--- config.mk ---
export PLATFORM = sky130hd
export DESIGN_NAME = envelope_sequencer
export DESIGN_NICKNAME = d
export VERILOG_FILES = /design/src/rtl/envelope_sequencer_pkg.sv /design/src/rtl/envelope_sequencer_tick_prescaler.sv /design/src/rtl/envelope_sequencer.sv
export SDC_FILE = /design/constraint.sdc
export NUM_CORES = 1
export LEC_CHECK = 0
export ABC_AREA = 1
export ABC_CLOCK_PERIOD_IN_PS = 6500
export BUFFER_PORTS_ARGS = -buffer_cell sky130_fd_sc_hd__buf_2
export CORE_AREA = 2 2 151 153
export DETAILED_ROUTE_END_ITERATION = 8
export DIE_AREA = 0 0 153 155
export PLACE_DENSITY_LB_ADDON = 0.2
export SLEW_MARGIN = 20
export SYNTH_ARGS = -nofsm -noshare
export SYNTH_HDL_FRONTEND = slang
export SYNTH_SLANG_ARGS = --single-unit
--- constraint.sdc ---
create_clock -name clk -period 6.5 [get_ports clk]
set_input_delay 1.3 -clock clk [delete_from_list [all_inputs] [get_ports clk]]
set_output_delay 1.3 -clock clk [all_outputs]
set_load 0.05 [all_outputs]
--- src/rtl/envelope_sequencer_pkg.sv ---
// Shared envelope definitions: segment record, segment count, trigger bit and sequencer states.
`ifndef ENVELOPE_LEN
`define ENVELOPE_LEN 4
`endif
`ifndef ENVELOPE_RESET_BIT
`define ENVELOPE_RESET_BIT 0
`endif

package envelope_sequencer_pkg;

  localparam int ENV_GAIN_W    = 8;
  localparam int ENV_DUR_W     = 8;
  localparam int ENV_RESET_BIT = `ENVELOPE_RESET_BIT;

  typedef struct packed {
    logic [ENV_GAIN_W-1:0] gain;
    logic [ENV_DUR_W-1:0]  duration;
  } envelope_t;

  typedef enum logic [1:0] {
    IDLE = 2'd0,
    RUN  = 2'd1,
    HOLD = 2'd2
  } env_state_t;

  // Counter width that stays legal for a count of one.
  function automatic int cnt_w(input int n);
    return (n > 1) ? $clog2(n) : 1;
  endfunction

endpackage

--- src/rtl/envelope_sequencer_tick_prescaler.sv ---
// Divides the sample-rate strobe down to one duration-unit tick every DUR_SCALE strobes.
module tick_prescaler
  import envelope_sequencer_pkg::*;
#(
  parameter  int DUR_SCALE = 48,
  localparam int PW        = cnt_w(DUR_SCALE)
) (
  input  logic clk,
  input  logic rstn,
  input  logic sample_en,
  input  logic clear,
  output logic unit_tick
);

  localparam logic [PW-1:0] LAST = PW'(DUR_SCALE - 1);

  logic [PW-1:0] prescaler;

  assign unit_tick = sample_en & (prescaler == LAST);

  always_ff @(posedge clk or negedge rstn) begin
    if (!rstn) begin
      prescaler <= '0;
    end else if (clear) begin
      prescaler <= '0;
    end else if (sample_en) begin
      prescaler <= unit_tick ? '0 : prescaler + 1'b1;
    end
  end

endmodule

--- src/rtl/envelope_sequencer.sv ---
// Per-oscillator envelope: walks gain/duration segments at the sample rate and scales velocity by gain.
module envelope_sequencer
  import envelope_sequencer_pkg::*;
#(
  parameter  int ENV_LEN   = `ENVELOPE_LEN,
  parameter  int DUR_SCALE = 48,
  parameter  int GAIN_W    = ENV_GAIN_W,
  parameter  int DUR_W     = ENV_DUR_W,
  parameter  int VEL_W     = 32,
  localparam int IDX_W     = cnt_w(ENV_LEN)
) (
  input  logic              clk,
  input  logic              rstn,
  input  logic              sample_en,
  input  envelope_t         envelopes [ENV_LEN],
  input  logic [7:0]        cmds,
  input  logic [VEL_W-1:0]  velocity,
  output logic [GAIN_W-1:0] gain_out,
  output logic [VEL_W-1:0]  amp_out,
  output logic [IDX_W-1:0]  seg_idx,
  output logic              active,
  output logic              done
);

  localparam logic [IDX_W-1:0] LAST_IDX = IDX_W'(ENV_LEN - 1);

  env_state_t       state;
  logic             trig_q;
  logic             trig;
  logic             tick_en;
  logic             unit_tick;
  logic             adv;
  logic             last_seg;
  logic [DUR_W-1:0] seg_dur;
  logic [DUR_W-1:0] dur_cnt;
  logic [IDX_W-1:0] nxt_idx;
  envelope_t        first_env;
  envelope_t        nxt_env;

  function automatic logic [VEL_W-1:0] scale_amp(input logic [VEL_W-1:0]  vel,
                                                 input logic [GAIN_W-1:0] g);
    logic [VEL_W+GAIN_W-1:0] prod;
    prod = {{GAIN_W{1'b0}}, vel} * {{VEL_W{1'b0}}, g};
    return prod[VEL_W+GAIN_W-1:GAIN_W];
  endfunction

  // The control unit holds the trigger bit for a whole sample period, so only its rising edge counts.
  assign trig      = cmds[ENV_RESET_BIT] & ~trig_q;
  assign tick_en   = sample_en & (state == RUN);
  assign adv       = ~trig & unit_tick & (dur_cnt == seg_dur - 1'b1);
  assign last_seg  = (seg_idx == LAST_IDX);
  assign nxt_idx   = seg_idx + 1'b1;
  assign first_env = envelopes[0];
  assign nxt_env   = envelopes[nxt_idx];

  tick_prescaler #(
    .DUR_SCALE (DUR_SCALE)
  ) u_tick_prescaler (
    .clk       (clk),
    .rstn      (rstn),
    .sample_en (tick_en),
    .clear     (trig | adv),
    .unit_tick (unit_tick)
  );

  // Stage p0: segment sequencing; envelope data is sampled only on segment entry.
  always_ff @(posedge clk or negedge rstn) begin
    if (!rstn) begin
      state    <= IDLE;
      trig_q   <= 1'b0;
      seg_idx  <= '0;
      seg_dur  <= '0;
      dur_cnt  <= '0;
      gain_out <= '0;
      active   <= 1'b0;
      done     <= 1'b0;
    end else begin
      trig_q <= cmds[ENV_RESET_BIT];
      done   <= 1'b0;
      if (trig) begin
        seg_idx  <= '0;
        seg_dur  <= first_env.duration;
        dur_cnt  <= '0;
        gain_out <= first_env.gain;
        state    <= (first_env.duration == '0) ? HOLD : RUN;
        active   <= 1'b1;
      end else if (unit_tick) begin
        if (adv) begin
          dur_cnt <= '0;
          if (last_seg) begin
            state    <= IDLE;
            seg_idx  <= '0;
            gain_out <= '0;
            active   <= 1'b0;
            done     <= 1'b1;
          end else begin
            seg_idx  <= nxt_idx;
            seg_dur  <= nxt_env.duration;
            gain_out <= nxt_env.gain;
            state    <= (nxt_env.duration == '0) ? HOLD : RUN;
          end
        end else begin
          dur_cnt <= dur_cnt + 1'b1;
        end
      end
    end
  end

  // Stage p1: amplitude follows gain by one clock, using the live velocity.
  always_ff @(posedge clk or negedge rstn) begin
    if (!rstn) begin
      amp_out <= '0;
    end else begin
      amp_out <= scale_amp(velocity, gain_out);
    end
  end

endmodule

# [Word level (Yosys, flattened, before mapping)]
# Index checks and enable logic that the tools add are counted.
[classes] add_sub_neg=4 mul=1 div_mod_pow=0 n_lt_le_gt_ge=1 eq_ne=5 shifts=0 mux=35 n_bitwise=9 reduce_logical=9
[ops] op="$mux 8" count=11
[ops] op="$mul 32x8->40" count=1
[ops] op="$bmux 16 s2" count=1
[ops] op="$mux 16" count=2
[ops] op="$mux 2" count=10
[ops] op="$mux 6" count=3
[ops] op="$logic_not 8->1" count=2
[ops] op="$add 8x1->8 const B" count=1
[ops] op="$eq 8x8->1" count=1
[ops] op="$mux 1" count=8
[ops] op="$reduce_bool 2->1" count=4
[ops] op="$sub 8x1->8 const B" count=1
[ops] op="$add 6x1->6 const B" count=1
[ops] op="$eq 6x6->1 const B" count=1
[ops] op="$reduce_and 3->1" count=2
[ops] op="$and 1x1->1" count=5
[ops] op="$ge 3x3->1 const B" count=1
[ops] op="$not 2->3" count=1
[ops] op="$add 2x1->2 const B" count=1
[ops] op="$eq 2x1->1 const B" count=1
[ops] op="$eq 2x2->1 const B" count=1
[ops] op="$ne 2x2->1 const B" count=1
[ops] op="$not 1->1" count=2
[ops] op="$reduce_and 2->1" count=1
[ops] op="$or 1x1->1" count=1
[word_totals] regBits=69 latch_bits=0 mem_bits_rw=0 mem_bits_ro=0 inputBits=107 out_inout_bits=44 word_cells=74 memories=0

# [Logic depth before layout (Yosys ltp)]
[depth] word_depth=11 mapped_depth=25 ltp_nobuf=23

# [Cells and area by module]
# From an unflattened synthesis, not the netlist that was laid out.
[hier_totals] hier_cells=1702 area_unflattened_um2=12016.5
[by_module_without_submodules] mod="envelope_sequencer" n_inst=1 cells_per_inst=1656 area_per_inst_um2=11658.7
[by_module_without_submodules] mod="tick_prescaler" n_inst=1 cells_per_inst=46 area_per_inst_um2=357.8

# [Worst setup path after synthesis]
# OpenSTA, ideal clock, no wires.
[synth_timing] path_kind="input port to flip-flop" start="input velocity[19]" end="register amp_out[31]" arrival_ns=4.772 t_required_ns=6.383 slack_ns=1.611 path_stages=19 path_buffers=1 cell_sequence="clkbuf_1 nand2_1 inv_1 fa_1 fa_1 fa_1 inv_1 fa_1 inv_1 ha_1 nand2_1 nor2_1 inv_1 nor2_1 inv_1 nor2_1 o21ai_0 nand4_1 nand2_1"
[synth_between] elab_chain_len=1
[synth_lines] element="start, declared" line_no="envelope_sequencer.sv:17" source="input logic [VEL_W-1:0] velocity,"
[synth_lines] element="$mul 32x8->40" line_no="envelope_sequencer.sv:43" source="prod = {{GAIN_W{1'b0}}, vel} * {{VEL_W{1'b0}}, g};"
[synth_lines] element="end signal, assigned" line_no="envelope_sequencer.sv:114" source="amp_out <= scale_amp(velocity, gain_out);"
[synth_lines] element="end, declared" line_no="envelope_sequencer.sv:19" source="output logic [VEL_W-1:0] amp_out,"
# Every way passes these cells.
# A chain may end at the register's enable or synchronous reset.

# [Worst setup path in the final report]
[layout_timing] start="register gain_out[2]" end="register amp_out[31]"
[layout_between] elab_chain_len=1
[layout_lines] element="start, declared" line_no="envelope_sequencer.sv:18" source="output logic [GAIN_W-1:0] gain_out,"
[layout_lines] element="start signal, assigned" line_no="envelope_sequencer.sv:84" source="gain_out <= first_env.gain;"
[layout_lines] element="start signal, assigned" line_no="envelope_sequencer.sv:99" source="gain_out <= nxt_env.gain;"
[layout_lines] element="$mul 32x8->40" line_no="envelope_sequencer.sv:43"
# Every way passes these cells.

==> impl_metrics.env <==
export IMPL_hold_depth=2
export IMPL_vias_per_cell=5.10
export IMPL_post_route_period_util_pct=80.4
export IMPL_wl_per_cell_um=14.3
export IMPL_nNetsFinal=2120
export IMPL_slew_headroom_pct=26.6
export IMPL_finalSetupTns_ps=0
export IMPL_cp_data_required_time_ps=6730
export IMPL_wl_um=29600
export IMPL_cts_path_max_buffers=2
export IMPL_vias=10500
export IMPL_grt_ovfl_total=0
export IMPL_final_cell_mix="498 x nand2_1, 420 x inv_1, 179 x fa_1"
export IMPL_maxCapViolCount=0
export IMPL_tightestPinTransition_ps=1100
export IMPL_grt_pass1_vias=11000
export IMPL_setup_slack_ps=1270
export IMPL_grt_usage_pct=26.6
export IMPL_die_h_um=155
export IMPL_path_cells="buf_4 > nand2_1 > inv_1 > fa_1 > fa_1 > fa_1 > inv_1 > fa_1 > inv_1 > ha_1 > a21oi_1 > o21ai_0 > a21oi_1 > nor2_1 > o21ai_0 > nand3_1 > nand2_1 > nand2_1"
export IMPL_grt_start_max_net_pins=70
export IMPL_port_buffers=143
export IMPL_rows=55
export IMPL_rsz0062_at_grt="no"
export IMPL_finClkSkew_ps=14.0
export IMPL_io_pins=151
export IMPL_critical_path_most_common_cell="fa_1"
export IMPL_core_area_um2=22200
export IMPL_min_path_type="reg2reg"
export IMPL_syn_num_nets=2035
export IMPL_fin_crit_ps=5230
export IMPL_cts_buffers=9
export IMPL_cts_hold_buf=0
export IMPL_reg2reg_slack_ps=1270
export IMPL_status="complete, no violations"
export IMPL_crit_path_top_delay_cell="dfrtp_1"
export IMPL_h_tree_depth=3
export IMPL_critPathCaptureType="register"
export IMPL_synth_distinct_cells=43
export IMPL_cp_arrival_ps=5450
export IMPL_fmax_mhz=191
export IMPL_clock_root_buffer="clkbuf_16"
export IMPL_clkLatencyLatePin_ps=350
export IMPL_antenna_found_initial=2
export IMPL_fp_dieArea_um2=23700
export IMPL_drt_iter0_drc=620
export IMPL_routabilityCongestion=0.930
export IMPL_synth_cells=1688
export IMPL_grt_pass1_wl_um=51500
export IMPL_cts_tree="built"
export IMPL_reg2reg_depth=18
export IMPL_dp_hpwl_um=23900
export IMPL_finalHoldViolCount=0
export IMPL_cts_resized=0
export IMPL_worst_path_max_fanout=26
export IMPL_final_common_cell="nand2_1"
export IMPL_holdPathEnd="seg_dur[1]$_DFFE_PN0P_"
export IMPL_drive_gt1_share_pct=10.3
export IMPL_seq_area_frac_synth_pct=14.4
export IMPL_hp_start="seg_dur[1]$_DFFE_PN0P_"
export IMPL_crit_type="reg2reg"
export IMPL_place_ws_ps=1100
export IMPL_maxSlewViolCount=0
export IMPL_drcViolationCount=0
export IMPL_yosys_register_bits=69
export IMPL_yosys_warnings=0
export IMPL_areaGrowthSynthToFinish_pct=9.54
export IMPL_initial_core_util_pct=54.0
export IMPL_clock_sinks=69
export IMPL_r2r_end="amp_out[31]$_DFF_PN0_"
export IMPL_ant_nets=0
export IMPL_syn_avg_cell_area_um2=7.11
export IMPL_startpoint_type="register"
export IMPL_drt_pass1_iterations=5
export IMPL_r2r_start="gain_out[2]$_DFFE_PN0P_"
export IMPL_die_w_um=153
export IMPL_netlist_area_um2=12000
export IMPL_setup_violations_final=0
export IMPL_clk_pin_slew_ps=60
export IMPL_post_cts_setup_buffers=0
export IMPL_cpPeakStageDelay_ps=1070
## flip-flops by register name (all words and copies together) (netlist names)
signal                      count
u_tick_prescaler.prescaler      6
dur_cnt                         8
active                          1
gain_out                        8
seg_dur                         8
done                            1
state                           2
seg_idx                         2
trig_q                          1
amp_out                        32
## worst max-delay path, delay by kind of cell (launching register included)
kind | cells | cell delay [ps]
AOI/OAI and AO/OA | 4 | 860
DFF | 1 | 1070
adders and majority gates | 5 | 2290
buffers and inverters | 4 | 500
and+or+nand+nor | 5 | 360
## worst max-delay path by stage
| stage | start | end | slack [ps] | cells past startpoint |
|---|---|---|---|---|
| after global routing | gain_out[2]$_DFFE_PN0P_ | amp_out[31]$_DFF_PN0_ | 870 | 18 |
| after CTS | gain_out[2]$_DFFE_PN0P_ | amp_out[31]$_DFF_PN0_ | 1300 | 18 |
| final | gain_out[2]$_DFFE_PN0P_ | amp_out[31]$_DFF_PN0_ | 1270 | 18 |
| after global placement | velocity[10] | amp_out[31]$_DFF_PN0_ | 1110 | 18 |
| after floorplan | velocity[19] | amp_out[31]$_DFF_PN0_ | 1610 | 19 |
| after detailed placement | velocity[10] | amp_out[31]$_DFF_PN0_ | 1100 | 18 |
## per-stage QoR
step | instance area, µm² | util (%) | hold slack (ps) | std cells
3_5_place_dp | 12800 | 57.5 | 470 | 2047
3_3_place_gp | 12800 | 57.5 | 464 | 2047
6_report | 13100 | 59.1 | 470 | 2065
4_1_cts | 13100 | 59.1 | 475 | 2063
5_1_grt | 13100 | 59.1 | 527 | 2063
2_1_floorplan | 12000 | - | 442 | 1688
## cells by family after synthesis
logic type / Yosys count / share of synthesized area (%)
flops: 69 / 14.4
fa+ha+maj: 240 / 36.2
xor+xnor: 44 / 3.21
compound gates: 157 / 6.88
simple gates: 676 / 23.0
buf+inv: 501 / 16.2
mux: 1 / 0.0834
## cells in the mapped netlist
cell / number / area share [%]
nand2_1: 498 / 16
a21oi_1: 65 / 2.7
nand4_1: 8 / 0.42
inv_2: 1 / 0.031
o211ai_1: 1 / 0.063
buf_6: 2 / 0.19
and2_1: 2 / 0.10
o21ai_0: 71 / 3.0
o311ai_0: 1 / 0.073
nor2_2: 1 / 0.052
dfrtp_1: 69 / 14
o21ai_1: 4 / 0.17
clkbuf_1: 44 / 1.4
buf_2: 10 / 0.42
xnor2_1: 10 / 0.73
nand2_8: 1 / 0.17
nand3_1: 66 / 2.8
nand2_4: 2 / 0.19
nor3b_1: 3 / 0.19
nor4_4: 1 / 0.18
clkbuf_2: 22 / 0.92
o21bai_1: 2 / 0.13
a31oi_1: 2 / 0.10
and3_1: 1 / 0.052
nor2_1: 74 / 2.3
a21o_1: 2 / 0.13
buf_4: 2 / 0.13
nand3_2: 3 / 0.25
nor2_4: 1 / 0.094
o21ai_2: 1 / 0.073
fa_1: 179 / 30
nand3b_1: 1 / 0.063
nand2_2: 1 / 0.052
inv_1: 420 / 13
ha_1: 61 / 6.4
nor4_1: 1 / 0.052
nor3_1: 11 / 0.46
o22ai_1: 2 / 0.10
mux2i_1: 1 / 0.083
or2_1: 1 / 0.052
o31ai_1: 2 / 0.13
o21a_1: 4 / 0.25
xor2_1: 34 / 2.5
## layer usage
layer	wire length (µm)	GRT usage (%)	share of wire, %	vias up
met3	1340	3.40	4.5	59
met5	0	0	0	-
met4	726	8.07	2.5	0
li1	-	-	-	5092
met2	15000	47.6	51	289
met1	12600	33.9	42	5090
## cell type report
cell class                 instances  area (µm²)
clock inverter                     7         121
inverter                         421        1580
sequential                        69        1730
timing repair buffer             154         798
fill                            2155        9080
tap                              285         357
multi-input combinational       1118        8330
clock buffer                       9         225
antenna                            2        5.00
Power is left out: the tool's default activity adds up to more than one toggle a clock period on the data nets, which glitch-free logic cannot reach.
